File: src/rtl/stripe_defs_pkg.sv
// Shared lane-striping definitions for the 1:4 demux and 4:1 mux.
// Lane count, index width and valid-mask constants.
package stripe_defs_pkg;

  localparam int NLANES     = 4;
  localparam int LANE_IDX_W = 2;
  localparam int BYTE_W     = 8;

  localparam logic [NLANES-1:0] VALID_ALL  = 4'b1111;
  localparam logic [NLANES-1:0] VALID_NONE = 4'b0000;

  typedef logic [LANE_IDX_W-1:0] lane_idx_t;
  typedef logic [NLANES-2:0]     fill_mask_t;

endpackage

File: src/rtl/demux_lane_ptr.sv
// Lane pointer and fill mask for the 1:4 stripe demux.
// Decides when a full or partial group is emitted.
module demux_lane_ptr
  import stripe_defs_pkg::*;
(
  input  logic       clk4f,
  input  logic       reset,
  input  logic       valid,
  input  logic       flush,
  output lane_idx_t  ptr,
  output fill_mask_t fmask,
  output fill_mask_t emask,
  output logic       complete,
  output logic       emit
);

  lane_idx_t  ptr_d;
  fill_mask_t fmask_d;
  fill_mask_t hit;

  always_comb begin
    complete = valid && (ptr == lane_idx_t'(NLANES - 1));
    hit      = '0;
    if (valid && !complete)
      hit = fill_mask_t'(1) << ptr;
    // mask after this cycle's byte is taken in
    emask    = fmask | hit;
    emit     = complete || (flush && (emask != '0));
    ptr_d    = ptr;
    fmask_d  = fmask;
    if (emit) begin
      ptr_d   = '0;
      fmask_d = '0;
    end else if (valid) begin
      ptr_d   = ptr + 1'b1;
      fmask_d = emask;
    end
  end

  always_ff @(posedge clk4f or negedge reset) begin
    if (!reset) begin
      ptr   <= '0;
      fmask <= '0;
    end else begin
      ptr   <= ptr_d;
      fmask <= fmask_d;
    end
  end

endmodule

File: src/rtl/demux1x4_stripe.sv
// 1:4 byte stripe demux: round-robin bytes into 4 lanes, emit per group.
// Optional group counter output enabled by DEMUX_GRPCNT_EN.
module demux1x4_stripe
  import stripe_defs_pkg::*;
#(
  parameter int DATA_W = 8,
  parameter int NLANES = 4
) (
  input  logic              clk4f,
  input  logic              reset,
  input  logic [DATA_W-1:0] in,
  input  logic              valid,
  input  logic              flush,
  output logic [DATA_W-1:0] out0,
  output logic [DATA_W-1:0] out1,
  output logic [DATA_W-1:0] out2,
  output logic [DATA_W-1:0] out3,
  output logic [3:0]        validout,
  output logic              grp_stb
`ifdef DEMUX_GRPCNT_EN
  ,
  output logic [15:0]       grp_count
`endif
);

  if (NLANES != 4) begin : g_bad_nlanes
    $error("demux1x4_stripe: NLANES must be 4");
  end

  lane_idx_t  ptr;
  fill_mask_t fmask;
  fill_mask_t emask;
  logic       complete;
  logic       emit;

  demux_lane_ptr u_ptr (
    .clk4f    (clk4f),
    .reset    (reset),
    .valid    (valid),
    .flush    (flush),
    .ptr      (ptr),
    .fmask    (fmask),
    .emask    (emask),
    .complete (complete),
    .emit     (emit)
  );

  logic [DATA_W-1:0] sh  [3];
  logic [DATA_W-1:0] ld  [4];
  logic [3:0]        vld;

  // unfilled lanes are forced to zero so stale shadows never leak
  always_comb begin
    for (int i = 0; i < 3; i++) begin
      ld[i] = '0;
      if (emask[i])
        ld[i] = (valid && ptr == lane_idx_t'(i)) ? in : sh[i];
    end
    ld[3] = complete ? in : '0;
    vld   = complete ? VALID_ALL : {1'b0, emask};
  end

  always_ff @(posedge clk4f or negedge reset) begin
    if (!reset) begin
      for (int i = 0; i < 3; i++)
        sh[i] <= '0;
      out0     <= '0;
      out1     <= '0;
      out2     <= '0;
      out3     <= '0;
      validout <= VALID_NONE;
      grp_stb  <= 1'b0;
    end else begin
      for (int i = 0; i < 3; i++)
        if (valid && !complete && ptr == lane_idx_t'(i))
          sh[i] <= in;
      grp_stb <= emit;
      if (emit) begin
        out0     <= ld[0];
        out1     <= ld[1];
        out2     <= ld[2];
        out3     <= ld[3];
        validout <= vld;
      end
    end
  end

`ifdef DEMUX_GRPCNT_EN
  always_ff @(posedge clk4f or negedge reset) begin
    if (!reset)
      grp_count <= '0;
    else if (emit)
      grp_count <= grp_count + 16'd1;
  end
`endif

endmodule

File: config.mk
export PLATFORM = sky130hd
export DESIGN_NAME = demux1x4_stripe
export DESIGN_NICKNAME = d
export VERILOG_FILES = /design/src/rtl/stripe_defs_pkg.sv /design/src/rtl/demux_lane_ptr.sv /design/src/rtl/demux1x4_stripe.sv
export SDC_FILE = /design/constraint.sdc
export NUM_CORES = 1
export LEC_CHECK = 0
export CAP_MARGIN = 5
export CORE_MARGIN = 2
export CORE_UTILIZATION = 53
export DETAILED_ROUTE_END_ITERATION = 7
export PLACE_DENSITY_LB_ADDON = 0.25
export SYNTH_ARGS = -nofsm -noshare
export SYNTH_HDL_FRONTEND = slang
export SYNTH_HIERARCHICAL = 1
export SYNTH_SLANG_ARGS = --single-unit
File: constraint.sdc
create_clock -name clk4f -period 2.27 [get_ports clk4f]
set_input_delay 0.454 -clock clk4f [delete_from_list [all_inputs] [get_ports clk4f]]
set_output_delay 0.454 -clock clk4f [all_outputs]
set_load 0.01 [all_outputs]
==> metrics <==
Vias=between 2k and 2.5k; first-pass GRT wire length=between 10000 and 15000 um; Mapped Area=~2900 sq um; max-slew violations=0; synth unique cells=31; Top cell by count, worst path=buf_4; Num CTS Buffers=9; Post-Syn Area per Cell=roughly 12 sq um; crit-path cells=clkdlybuf4s50_1 > buf_4 > nor4bb_1 > buf_4 > mux2_2; Worst-Skew Late Latency=about 340 ps; outcome=finished clean; wirelength, routed=approximately 6100 um; CP Launch Point=valid; Synth Warn #=6; buffer and inverter count on the worst path=3; clock share of power=about 19%; DRT antenna net count=0; peak supply drop=roughly 0.67 mV; H-tree depth=3; Setup violations, final=0; Fin Clk Skew=about 8.7 ps; post-synth top area share=56.3%; Main synth FF type=dfrtp_1; CP top delay family=buffers and inverters; DRT iter0 DRCs=97; gr usage total=21.7%; GR peak layer=met2; Initial Util=54.0%; GRT met2 Usage=about a third; Syn Nets=between 200 and 300; total placed cells including tap cells=approximately 370; critical path capture point type=flop; DP HPWL=4180 um; GR Util met1=30.2%; Sw Pwr=between 1.5 and 2 mW; DRC Markers=0; critical path class=in2reg; cell with the most instances after synthesis=dfrtp_1; Post-CTS Setup Bufs=0; Comb power frac=41.9%; Synth Register Bits=66; setup TNS=0 ps; Pwr Density=roughly 1300 nW/um^2; max-cap check violation count=0; Worst path depth=5; # diodes=0; # fillers=roughly 430; final hold vios=0; R2R setup slack=approximately 300 ps; internal power=between 3 and 4 mW; RSZ-0062 raised after global routing=false; slowest CP cell=clkdlybuf4s50_1; Sw Ratio=around 34%; share of synthesized registers carrying an async set or reset=between 90% and 100%; RePlAce Congestion=0.803; core region area=~5400 sq um; post_cts resized=0; Hold/Removal Path Class=in2async; arrival time at the worst endpoint=roughly 2200 ps; Die ar.=about 6100 sq um; Slew @ Worst Pin=about 350 ps; Post-CTS Hold Buffers=0; PortBufs=48; Seq/Total Area, Yosys=between 50 and 60%; largest fanout on the critical path=9; dominant cells by area after synthesis=dfrtp_1 (56%), mux2_2 (9.6%), mux2i_1 (8.2%); R2R Path Start=u_ptr/ptr[0]$_DFFE_PN0P_; number of global-route vias before repair=2034; largest net degree at the start of global routing=67; clk buf depth=2; Critical Path Max Stage Delay=600 ps; Lkg Pwr=1.71 nW; Required @ worst endpoint=between 2000 and 2500 ps; sequential power share=slightly below 40%; Die Y=a little under 80 um; Vias/cell=5.36; share of cells above drive strength 1=between 10% and 20%; CTS tree=built; R2R depth=6; first drt pass iteration count=4; fmax=roughly 0.5 GHz; relative slew slack=between 70% and 80%; Layout area overhead=28.0%; Gate Count Post-Synth=250; Critical Path Sink=sh[3]$_DFFE_PN0P_; non-filler cells, final=roughly 390; CTS sink count=66; total grt overflow=0; initial antenna violation count=0; fin crit period=roughly 2000 ps; I/O pins=49; clk slew on worst S/H paths=approximately 70 ps; width of the die=just under 80 um; root buffer cell=clkbuf_8; Reg2Reg Capture Point=sh[3]$_DFFE_PN0P_; Layout Nets=approximately 330; met3 usage=under 10%; num rows=27; crit share post-route=~87%; Post-synth EDFFs=0; Wirelength per Cell=about 16 um; crit start category=input port; area leader, netlist=dfrtp_1; commonest cells in the netlist=dfrtp_1 (66), inv_1 (35), mux2_2 (25)
==> through the flow <==
step	setup WS, ps	cell area [sq um]	utilization [%]	power (mW)	hold WS, ps
3_3_place_gp	105	3570	65.7	3.85	489
6_report	293	3760	69.1	4.77	107
5_1_grt	148	3760	69.1	5.08	144
3_5_place_dp	-69.2	3570	65.7	3.91	494
4_1_cts	277	3760	69.1	4.81	123
2_1_floorplan	266	2940	-	3.06	158
==> registers in the layout, summed over array words and instances (netlist names) <==
name and count:
sh 24, out0 8, out1 8, out2 8, out3 8, validout 4, u_ptr/fmask 3, u_ptr/ptr 2
grp_stb 1
==> layer usage <==
| metal | part of all wire (%) | vias up |
|---|---|---|
| met4 | 1.3 | 0 |
| li1 | - | 986 |
| met2 | 49 | 43 |
| met3 | 4.4 | 10 |
| met5 | 0 | - |
| met1 | 45 | 1042 |
==> cells by family (layout without fill, tap and decap cells) <==
family,count (synthesis),count (layout),share of synthesized area (%)
and+or+nand+nor,35,35,7.84
muxes,49,49,17.8
DFF,66,66,56.3
AOI/OAI and AO/OA,47,47,9.63
buffers and inverters,49,115,6.78
adders and majority gates,4,4,1.71
==> cell type report <==
cell class                 count  area (sq um)  area share [%]
multi-input combinational    135          1080            28.9
clock buffer                  12           155            4.13
sequential                    66          1650            44.0
inverter                      36           135            3.60
timing repair buffer          63           613            16.3
clock inverter                 4          26.3           0.700
tap                           72          90.1            2.40
==> placed cells by master (no fill, tap or decap), types with 2 or more instances in the layout <==
cell type and instances:
nand3b_1 3, nor2_1 7, ha_1 4, nand2_1 4, mux2i_1 24, a21oi_1 8
dfrtp_1 66, buf_4 13, mux2_2 25, clkinv_2 2, inv_1 35, buf_12 2
o22ai_1 24, a21o_1 2, clkdlybuf4s50_1 47, nor3_1 2, clkbuf_8 11, o21ai_0 10
nand3_1 9
==> power by group through the flow <==
stage	registers (mW)	clock network (mW)	logic, mW
floorplan	1.96	0	1.10
global placement	1.89	0	1.96
detailed placement	1.90	0	2.00
CTS	1.89	0.912	2.01
global route	1.94	0.955	2.19
finish	1.89	0.885	2.00
==> worst min path at each step <==
stage           from                   to  slack, ps
2_1_floorplan  reset    grp_stb$_DFF_PN0_        160
3_3_place_gp   reset    sh[4]$_DFFE_PN0P_        490
3_5_place_dp   reset  out3[4]$_DFFE_PN0P_        490
4_1_cts        reset  out3[5]$_DFFE_PN0P_        120
5_1_grt        reset  out3[4]$_DFFE_PN0P_        140
6_report       reset  out3[5]$_DFFE_PN0P_        110
==> worst reg2reg max path, stage by stage (launching register included) <==
cell      delay, ps
dfrtp_1         410
ha_1            290
nand2_1         150
inv_2            80
nor4bb_1        330
buf_4           240
mux2_2          350
Note: power is estimated with default switching activity, not from simulation.
